==> config.mk <==
export PLATFORM = sky130hd
export DESIGN_NAME = bingo_turn_ctrl
export DESIGN_NICKNAME = d
export VERILOG_FILES = /design/src/rtl/bingo_turn_ctrl_pkg.sv /design/src/rtl/bingo_turn_ctrl_line_counter.sv /design/src/rtl/bingo_turn_ctrl.sv
export SDC_FILE = /design/constraint.sdc
export NUM_CORES = 1
export LEC_CHECK = 0
export BUFFER_PORTS_ARGS = -buffer_cell sky130_fd_sc_hd__buf_4
export CAP_MARGIN = 20
export CORE_UTILIZATION = 25
export DETAILED_ROUTE_END_ITERATION = 10
export SLEW_MARGIN = 20
export SYNTH_ARGS = -nofsm -noshare
export SYNTH_HDL_FRONTEND = slang
export SYNTH_HIERARCHICAL = 1
export SYNTH_SLANG_ARGS = --single-unit
==> constraint.sdc <==
create_clock -name clk -period 5.8 [get_ports clk]
set_input_delay 0.58 -clock clk [delete_from_list [all_inputs] [get_ports clk]]
set_output_delay 0.58 -clock clk [all_outputs]
set_load 0.01 [all_outputs]
==> src/rtl/bingo_turn_ctrl_pkg.sv <==
// Shared definitions for the Bingo turn scheduler and the guess datapath:
// game state codes, interboard message types and the 12 winning-line masks.
package bingo_turn_ctrl_pkg;

   // The guess datapath keys on codes 4..7, so the encoding is fixed.
   typedef enum logic [3:0] {
      ST_IDLE          = 4'd0,
      ST_CLEAR         = 4'd1,
      ST_P1_GUESS      = 4'd4,
      ST_WAIT_P1_GUESS = 4'd5,
      ST_WAIT_P2_GUESS = 4'd6,
      ST_P2_GUESS      = 4'd7,
      ST_SEND_SEL      = 4'd8,
      ST_CHECK         = 4'd9,
      ST_SEND_WIN      = 4'd10,
      ST_WIN           = 4'd11,
      ST_LOSE          = 4'd12
   } game_state_e;

   // Interboard message types.
   localparam logic [2:0] MSG_NONE      = 3'd0;
   localparam logic [2:0] MSG_SEL_NUM   = 3'd1;
   localparam logic [2:0] MSG_STATE_WIN = 3'd2;

   // Board positions are row-major: position = 5*row + col.
   localparam int NUM_LINES = 12;
   localparam logic [NUM_LINES-1:0][24:0] LINE_MASKS = {
      25'h0111110,   // anti-diagonal (4,8,12,16,20)
      25'h1041041,   // main diagonal (0,6,12,18,24)
      25'h1084210,   // column 4
      25'h0842108,   // column 3
      25'h0421084,   // column 2
      25'h0210842,   // column 1
      25'h0108421,   // column 0
      25'h1F00000,   // row 4
      25'h00F8000,   // row 3
      25'h0007C00,   // row 2
      25'h00003E0,   // row 1
      25'h000001F    // row 0
   };

   // Turn in which this board makes the guess.
   function automatic game_state_e local_turn(input logic master);
      return master ? ST_P1_GUESS : ST_P2_GUESS;
   endfunction

   // Turn in which the peer board makes the guess.
   function automatic game_state_e remote_turn(input logic master);
      return master ? ST_WAIT_P2_GUESS : ST_WAIT_P1_GUESS;
   endfunction

   function automatic logic is_turn_state(input game_state_e s);
      return (s == ST_P1_GUESS) || (s == ST_WAIT_P1_GUESS) ||
             (s == ST_WAIT_P2_GUESS) || (s == ST_P2_GUESS);
   endfunction

endpackage

==> src/rtl/bingo_turn_ctrl_line_counter.sv <==
// Combinational count of fully circled lines (rows, columns, diagonals).
module bingo_line_counter
   import bingo_turn_ctrl_pkg::*;
(
   input  logic [24:0] i_circle,
   output logic [3:0]  o_count
);

   logic [NUM_LINES-1:0] w_line_full;

   // A line is complete when every position under its mask is circled.
   generate
      for (genvar gi = 0; gi < NUM_LINES; gi++) begin : g_line
         assign w_line_full[gi] = &(i_circle | ~LINE_MASKS[gi]);
      end
   endgenerate

   // Population count of complete lines.
   always_comb begin
      o_count = '0;
      for (int i = 0; i < NUM_LINES; i++) begin
         o_count = o_count + 4'(w_line_full[i]);
      end
   end

endmodule

==> src/rtl/bingo_turn_ctrl.sv <==
// Turn scheduler for one Bingo board: drives the guess datapath state code,
// start/clear pulses, counts completed lines and requests SEL_NUM / STATE_WIN
// messages. Optional macro GAME_AUTO_RESTART_EN adds a timed return from
// WIN/LOSE to IDLE after RESTART_CYCLES cycles.
module bingo_turn_ctrl
   import bingo_turn_ctrl_pkg::*;
#(
   parameter int LINES_TO_WIN   = 5,
   parameter int RESTART_CYCLES = 100_000_000
) (
   input  logic        clk,
   input  logic        rst,
   input  logic        interboard_rst,
   input  logic        new_game,
   input  logic        is_master,
   input  logic        guess_done,
   input  logic [24:0] circle,
   input  logic        interboard_en,
   input  logic [2:0]  interboard_msg_type,
   input  logic        send_ready,
   output logic [3:0]  cur_game_state,
   output logic        start_guess,
   output logic        clear_guess,
   output logic        send_req,
   output logic [2:0]  send_msg_type,
   output logic [3:0]  line_count,
   output logic        win,
   output logic        lose
);

   game_state_e r_state;
   logic        r_master;
   logic        r_from_local;
   logic        r_start_guess;
   logic        r_clear_guess;
   logic        r_send_req;
   logic [2:0]  r_send_msg_type;
   logic [3:0]  r_line_count;
   logic        r_win;
   logic        r_lose;

   logic [3:0]  w_count;
   logic        w_reached;
   logic        w_peer_win;
   logic        w_can_lose;
   logic        w_restart_due;
   game_state_e w_local_turn;
   game_state_e w_remote_turn;

   bingo_line_counter u_line_counter (
      .i_circle (circle),
      .o_count  (w_count)
   );

   assign w_reached     = int'(w_count) >= LINES_TO_WIN;
   assign w_peer_win    = interboard_en && (interboard_msg_type == MSG_STATE_WIN);
   assign w_can_lose    = is_turn_state(r_state) || (r_state == ST_SEND_SEL) ||
                          (r_state == ST_CHECK);
   assign w_local_turn  = local_turn(r_master);
   assign w_remote_turn = remote_turn(r_master);

`ifdef GAME_AUTO_RESTART_EN
   localparam int CNT_W = (RESTART_CYCLES > 1) ? $clog2(RESTART_CYCLES) : 1;
   logic [CNT_W-1:0] r_restart_cnt;
   logic             w_in_end;

   assign w_in_end      = (r_state == ST_WIN) || (r_state == ST_LOSE);
   assign w_restart_due = w_in_end && (r_restart_cnt == CNT_W'(RESTART_CYCLES - 1));

   // Cycles spent in WIN/LOSE; held at zero everywhere else.
   always_ff @(posedge clk) begin
      if (rst || interboard_rst || !w_in_end || w_restart_due) begin
         r_restart_cnt <= '0;
      end else begin
         r_restart_cnt <= r_restart_cnt + 1'b1;
      end
   end
`else
   logic [31:0] w_unused_restart;
   assign w_unused_restart = 32'(RESTART_CYCLES);
   assign w_restart_due    = 1'b0;
`endif

   // Game sequencing: state, turn bookkeeping and every registered output.
   always_ff @(posedge clk) begin
      if (rst || interboard_rst) begin
         r_state         <= ST_IDLE;
         r_master        <= 1'b0;
         r_from_local    <= 1'b0;
         r_start_guess   <= 1'b0;
         r_clear_guess   <= 1'b0;
         r_send_req      <= 1'b0;
         r_send_msg_type <= MSG_NONE;
         r_line_count    <= '0;
         r_win           <= 1'b0;
         r_lose          <= 1'b0;
      end else begin
         r_start_guess <= 1'b0;
         r_clear_guess <= 1'b0;
         if (r_state == ST_CHECK) begin
            r_line_count <= w_count;
         end
         // A peer win overrides whatever this board would do this cycle.
         if (w_peer_win && w_can_lose) begin
            r_state    <= ST_LOSE;
            r_lose     <= 1'b1;
            r_send_req <= 1'b0;
         end else begin
            case (r_state)
               ST_IDLE: begin
                  if (new_game) begin
                     r_master      <= is_master;
                     r_state       <= ST_CLEAR;
                     r_clear_guess <= 1'b1;
                  end
               end
               ST_CLEAR: begin
                  r_state       <= r_master ? w_local_turn : w_remote_turn;
                  r_start_guess <= 1'b1;
               end
               ST_P1_GUESS, ST_WAIT_P1_GUESS, ST_WAIT_P2_GUESS, ST_P2_GUESS: begin
                  if (guess_done) begin
                     r_from_local <= (r_state == w_local_turn);
                     if (r_state == w_local_turn) begin
                        r_state         <= ST_SEND_SEL;
                        r_send_req      <= 1'b1;
                        r_send_msg_type <= MSG_SEL_NUM;
                     end else begin
                        r_state <= ST_CHECK;
                     end
                  end
               end
               ST_SEND_SEL: begin
                  if (send_ready) begin
                     r_state    <= ST_CHECK;
                     r_send_req <= 1'b0;
                  end
               end
               ST_CHECK: begin
                  if (w_reached) begin
                     r_state         <= ST_SEND_WIN;
                     r_send_req      <= 1'b1;
                     r_send_msg_type <= MSG_STATE_WIN;
                  end else begin
                     r_state       <= r_from_local ? w_remote_turn : w_local_turn;
                     r_start_guess <= 1'b1;
                  end
               end
               ST_SEND_WIN: begin
                  if (send_ready) begin
                     r_state    <= ST_WIN;
                     r_win      <= 1'b1;
                     r_send_req <= 1'b0;
                  end
               end
               ST_WIN, ST_LOSE: begin
                  if (w_restart_due) begin
                     r_state <= ST_IDLE;
                     r_win   <= 1'b0;
                     r_lose  <= 1'b0;
                  end
               end
               default: r_state <= ST_IDLE;
            endcase
         end
      end
   end

   assign cur_game_state = r_state;
   assign start_guess    = r_start_guess;
   assign clear_guess    = r_clear_guess;
   assign send_req       = r_send_req;
   assign send_msg_type  = r_send_msg_type;
   assign line_count     = r_line_count;
   assign win            = r_win;
   assign lose           = r_lose;

endmodule

==> results by group, run 1 <==
Drt
  – TritonRoute pass-1 iters: 4
  – DR vias: between 1000 and 1500
  – DRC Markers: 0
  – Final wirelength: around 3.6 mm
  – Post-route ant nets: 0
  – Vias per cell: about 4.7
  – DR WL/cell: ~12 microns
  – Iter 0 DRT Violations: 88

STA
  – Worst Clk Skew: ~0.0070 ns
  – FMAX: between 0.2 and 0.25 GHz
  – Worst setup margin: roughly 1.5 ns
  – RSZ-0062 raised after global routing: no
  – Max Slew Vio Count: 0
  – Setup Viol. Count Final: 0
  – Min cycle time layout: 4.29 ns
  – Worst slew pin tran: about 0.52 ns
  – Hold slack final: roughly 0.46 ns
  – Worst slew margin: approximately two thirds
  – Fin Setup TNS: 0 ns
  – Final hold vios: 0
  – Fin crit share: approximately three quarters

Yosys
  – Post-Syn Area: about 1400 sq um
  – Synth Flop Type: dfxtp_1
  – Most area-hungry cell type in the Yosys netlist: dfxtp_1
  – Commonest cells post-synth: 28 x nor2_1, 21 x nand2_1, 17 x dfxtp_1
  – Post-synth net total: between 200 and 250
  – Top-count cell post-synth: nor2_1
  – Adder-Cell Fraction of Synth Area: between 10% and 20%
  – Yosys top cell area share: between 20% and 30%
  – Synth Area in Simple Gates: 29.9%
  – Largest family of logic cells by synthesized area: simple AND/OR/NAND/NOR gates
  – Avg Inst Size Synth: 7.83 sq um
  – Post-synth EDFFs: 0
  – Compound-Gate Fraction of Synth Area: between 10% and 20%
  – Asr flop ratio synth: 0%
  – Multiplexer share of the synthesized area: 4.34%
  – Sequential share of the synthesized area: about a quarter
  – Netlist cell types: 46
  – Yosys warning count: 6
  – Yosys reg bits: 17
  – Mapped Cells: between 150 and 200
  – Dominant cells by area after synthesis: dfxtp_1 25%, fa_1 10%, nor2_1 7.6%, nand2_1 5.7%, ha_1 5.4%
  – Post-Synth XOR/XNOR Area: less than 1%

Placed design
  – Post-place setup slack: roughly 1.2 ns
  – GP Congestion: ~0.85
  – DP Wirelength: slightly below 3 mm
  – Buffers on Ports: 50

Power
  – Peak supply drop: around 0.063 mV
  – Clock share of power: 34.2%
  – Comb power frac: slightly above 20%
  – Internal: 0.000196 W
  – Tot Pwr: about 0.00027 W
  – Net Sw Power: a little over 0.00007 W
  – Pwr dens: around 150 nW/um^2
  – Switching Share: a little over a quarter
  – P_leak: between 0.8 and 0.9 nW
  – Sequential share of power: 45.3%

CTS
  – H-tree depth: 1
  – CTS root buf: clkbuf_8
  – Worst-path clk slew: 0.07 ns
  – CTS tree: yes
  – Clk buf depth: 2
  – Worst skew pair latency: about 0.26 ns
  – # clock sinks: 17
  – CTS Buf Count: 3
  – Resized Gates After CTS: 0
  – Postcts setup bufs: 0
  – Hold buffer count at cts: 0

Worst setup path
  – Setup crit start kind: input pin
  – CP max stage cell: fa_1
  – Critical Path RT: approximately 6.0 ns
  – CP Cell Sequence: buf_4 > nand3_1 > nor2_1 > fa_1 > inv_1 > fa_1 > inv_1 > fa_1 > fa_1 > fa_1 > o21a_1 > or4_4 > a2bb2oi_1 > a211oi_2
  – Worst EP arrival: 4.48 ns
  – Critical path class: in2reg
  – Critical Path Max Stage Delay: ~0.52 ns
  – CP most frequent cell: fa_1
  – Crit path capture type: register
  – Critical Path Fanout Max: 5
  – Worst path bufs/invs: 3
  – Crit-path leading delay family: adder cells

Hold path
  – Worst min-delay path class: reg2reg

Global routing
  – Gr usage total: 12.8%
  – Number of global-route vias before repair: roughly 1400
  – Total gr overflow: 0
  – Largest net degree at the start of global routing: 17
  – Antenna violations before repair: 0
  – First-pass GRT wire length: between 6 and 7 mm

Floorplan
  – Overall die width: 76.4 microns
  – Die footprint: just under 6000 sq um
  – Core area: between 5000 and 6000 sq um
  – Height of the die: approximately 76 microns
  – I/O pin total: 52
  – Site Rows: 26
  – Starting density of the core: about a quarter

Cells and area
  – Diode count: 0
  – Nets: between 200 and 300
  – Syn-to-layout area delta: 33.2%
  – Fraction of layout cells with a size suffix above 1: about 27%

Outcome
  – Outcome: complete, no violations

Run
  – Max Cap Viol: 0
==> tightest hold or removal path, cell delays in order, from the launching register on <==
cell	delay (ns)
dfxtp_1	0.31
nand2_1	0.05
a21oi_1	0.05
==> cells by family (layout without fill, tap and decap cells) <==
kind of cell	count (synthesis)	in the layout
fa+ha+maj	13	13
mux	6	6
compound gates	33	33
flops	17	17
buf+inv	23	70
simple gates	83	83
xor+xnor	1	1
other cells	1	1
==> area by class of cell <==
class	instances	area, sq um
Inverter	16	60.1
Tap cell	70	87.6
Timing Repair Buffer	50	375
Multi-Input combinational cell	137	937
Fill cell	580	3360
Sequential cell	17	340
Clock buffer	4	45.0
==> layout by cell type (no fill, tap or decap), types with 2 or more instances in the layout <==
cell type   n
a211oi_1    2
a21oi_1     7
a31oi_1     2
buf_4      50
clkbuf_8    3
dfxtp_1    17
fa_1        7
ha_1        6
inv_1      16
mux2i_1     6
nand2_1    21
nand2b_1    4
nand3_1    14
nor2_1     28
nor2b_1     2
nor3b_1     2
o211ai_1    2
o21a_1      2
o21ai_0     5
o22a_1      2
or2_2       2
==> state kept, by name, indices dropped and copies added, names as in the netlist <==
signal / cells
clear_guess: 1
cur_game_state: 4
line_count: 4
lose: 1
r_from_local: 1
r_master: 1
send_msg_type: 2
send_req: 1
start_guess: 1
win: 1
==> power groups by stage <==
stage	clock network, W	logic, W	registers [W]
6_report	0.0000915	0.0000550	0.000121
5_1_grt	0.000100	0.0000620	0.000122
4_1_cts	0.0000947	0.0000555	0.000121
3_5_place_dp	0	0.0000553	0.000124
3_3_place_gp	0	0.0000549	0.000124
2_1_floorplan	0	0.0000278	0.000123
==> metal layers <==
layer | track usage [%] | share of wire, %
met1 | 16.2 | 45
met2 | 22.2 | 48
met3 | 3.35 | 6.8
met4 | 1.73 | 0.36
met5 | 0 | 0
==> final timing paths <==
kind,start,end,slack [ns],cells after the start
setup / recovery,circle[16],cur_game_state[0],1.51,14
setup reg to reg,cur_game_state[3],cur_game_state[0],4.00,4
hold / removal,send_msg_type[1],send_msg_type[1],0.46,2
hold reg to reg,send_msg_type[1],send_msg_type[1],0.46,2
==> stage by stage <==
| stage | std cells | instance area (sq um) | util [%] |
|---|---|---|---|
| finish | 294 | 1850 | 35.5 |
| detailed placement | 290 | 1800 | 34.6 |
| floorplan | 177 | 1390 | - |
| global placement | 290 | 1800 | 34.6 |
| CTS | 294 | 1850 | 35.5 |
| global route | 294 | 1850 | 35.5 |
Power figures use the tool's default switching activity.
==> run 2, diff against run 1 <==
ABC_AREA = 1   (was unset)
clock period = 4.5 ns   (was 5.8 ns; I/O delays follow)
==> results by group, run 2 <==
Yosys
  – Yosys warning count: 6
  – Dominant cells by area after synthesis: dfxtp_1 25%, nand2_1 12%, fa_1 10%, nor2_1 10%, nand3_1 8.9%
  – Sequential share of the synthesized area: around 25%
  – Mapped Cells: between 200 and 250
  – Post-synth EDFFs: 0
  – Top-count cell post-synth: nand2_1
  – Avg Inst Size Synth: 6.61 sq um
  – Asr flop ratio synth: 0%
  – Yosys reg bits: 17
  – Post-Syn Area: 1340 sq um
  – Synth Flop Type: dfxtp_1
  – Most area-hungry cell type in the Yosys netlist: dfxtp_1
  – Post-synth net total: roughly 250
  – Netlist cell types: 27
  – Commonest cells post-synth: 42 x nand2_1, 37 x nor2_1, 28 x inv_1
  – Yosys top cell area share: between 20 and 30%

Drt
  – Iter 0 DRT Violations: around 90
  – Post-route ant nets: 0
  – DR WL/cell: between 10 and 15 microns
  – DR vias: ~1400
  – TritonRoute pass-1 iters: 4
  – DRC Markers: 0
  – Final wirelength: 3.45 mm
  – Vias per cell: 4.36

Global routing
  – Gr usage total: 13.6%
  – First-pass GRT wire length: between 5 and 6 mm
  – Number of global-route vias before repair: 1389
  – Largest net degree at the start of global routing: 12
  – Antenna violations before repair: 0
  – Total gr overflow: 0

Hold path
  – Worst min-delay path class: reg2reg
  – Min-Delay Path Depth: 2

Floorplan
  – Starting density of the core: about a quarter
  – Core area: approximately 5100 sq um
  – Site Rows: 26
  – Overall die width: 75.3 microns
  – Height of the die: 75.3 microns
  – I/O pin total: 52
  – Die footprint: roughly 5700 sq um

CTS
  – Worst-path clk slew: 0.08 ns
  – Resized Gates After CTS: 0
  – Clk buf depth: 2
  – Postcts setup bufs: 0
  – H-tree depth: 1
  – Worst skew pair latency: approximately 0.26 ns
  – Hold buffer count at cts: 0
  – CTS Buf Count: 3
  – # clock sinks: 17
  – CTS tree: yes
  – CTS root buf: clkbuf_8

Worst setup path
  – Critical Path RT: approximately 4.7 ns
  – Setup crit start kind: input pin
  – Critical Path Fanout Max: 3
  – Crit path capture type: register
  – Reg2reg path depth: 8
  – Critical path class: in2reg
  – Worst EP arrival: between 4 and 5 ns

STA
  – Hold slack final: roughly 0.46 ns
  – FMAX: ~0.25 GHz
  – Fin Setup TNS: 0 ns
  – Setup Viol. Count Final: 0
  – Min cycle time layout: 3.98 ns
  – Max Slew Vio Count: 0
  – Worst slew pin tran: just under 0.7 ns
  – RSZ-0062 raised after global routing: no
  – Fin crit share: slightly below 90%
  – Worst setup margin: about 0.52 ns
  – Worst Clk Skew: about 0.015 ns
  – Final hold vios: 0
  – Worst slew margin: 54.1%

Power
  – Switching Share: between 20 and 30%
  – Internal: 0.000260 W
  – Pwr dens: 201 nW/um^2
  – Peak supply drop: 0.103 mV
  – P_leak: 0.924 nW
  – Clock share of power: a little under a third
  – Comb power frac: about 25%
  – Sequential share of power: 42.9%
  – Net Sw Power: around 0.00011 W

Placed design
  – GP Congestion: around 0.84
  – Post-place setup slack: slightly below 0.3 ns
  – DP Wirelength: ~2.8 mm
  – Buffers on Ports: 50
  – Area after DPL: roughly 1800 sq um

Run
  – Max Cap Viol: 0

Cells and area
  – Fill cell count: between 500 and 600
  – Post-route cell area: about 1800 sq um
  – Nets: approximately 300
  – Diode count: 0
  – Final design utilization: between 30% and 40%
  – Syn-to-layout area delta: 37.3%
  – Fraction of layout cells with a size suffix above 1: around 27%
  – Commonest cells after routing, fill and taps aside: 50 x buf_4, 42 x nand2_1, 37 x nor2_1
  – Most common cell after layout, fill and taps aside: buf_4

Outcome
  – Outcome: complete, no violations
[run 2: critical path, cell delays in order]
cell and delay (ns):
buf_4 0.12, nand3_1 0.07, nor2_1 0.06, fa_1 0.53
inv_1 0.05, fa_1 0.52, inv_1 0.05, fa_1 0.51
fa_1 0.48, fa_1 0.45, o21ai_0 0.24, nand2_1 0.13
nor2_1 0.16, nand2_1 0.08, nand3_1 0.07, nand2_1 0.07
a21oi_2 0.12
[run 2: kinds of logic after synthesis]
| logic type | after synthesis | share of synthesized area, % |
|---|---|---|
| AOI/OAI and AO/OA | 20 | 8.57 |
| xor gates and xnor gates | 1 | 0.652 |
| adders and majority gates | 13 | 16.0 |
| buffers and inverters | 33 | 9.51 |
| DFF | 17 | 25.3 |
| other | 1 | 0.279 |
| and+or+nand+nor | 118 | 39.6 |
[run 2: metrics by stage]
stage	std cells	total power (W)
detailed placement	321	0.000255
floorplan	203	0.000213
CTS	325	0.000373
global route	325	0.000394
global placement	321	0.000255
finish	325	0.000371
[run 2: cell type report]
| class | instances | area, sq um | share of cell area (%) |
|---|---|---|---|
| clock inverter | 1 | 7.51 | 0.407 |
| multi-input combinational | 153 | 875 | 47.5 |
| timing repair buffer | 50 | 375 | 20.4 |
| tap | 70 | 87.6 | 4.75 |
| inverter | 31 | 116 | 6.31 |
| clock buffer | 3 | 41.3 | 2.24 |
| sequential | 17 | 340 | 18.5 |
[run 2: per-layer routing]
layer	up-vias	track usage, %	wire, microns
met1	627	17.5	1600
met5	-	0	0
met4	0	2.67	20
met3	2	2.54	188
met2	46	23.8	1640
li1	742	-	-
[run 2: path summary, 6_finish.rpt]
check | start | to | slack [ns]
worst max-delay path | circle[18] | cur_game_state[0] | 0.52
worst min register to register | lose | lose | 0.46
worst min-delay path | lose | lose | 0.46
worst max register to register | cur_game_state[2] | cur_game_state[0] | 2.98
[run 2: power by group through the flow]
| stage | sequential [W] | clock [W] | combinational, W |
|---|---|---|---|
| detailed placement | 0.000163 | 0 | 0.0000928 |
| finish | 0.000159 | 0.000118 | 0.0000931 |
| global placement | 0.000163 | 0 | 0.0000926 |
| floorplan | 0.000163 | 0 | 0.0000503 |
| CTS | 0.000159 | 0.000121 | 0.0000934 |
| global route | 0.000160 | 0.000128 | 0.000106 |
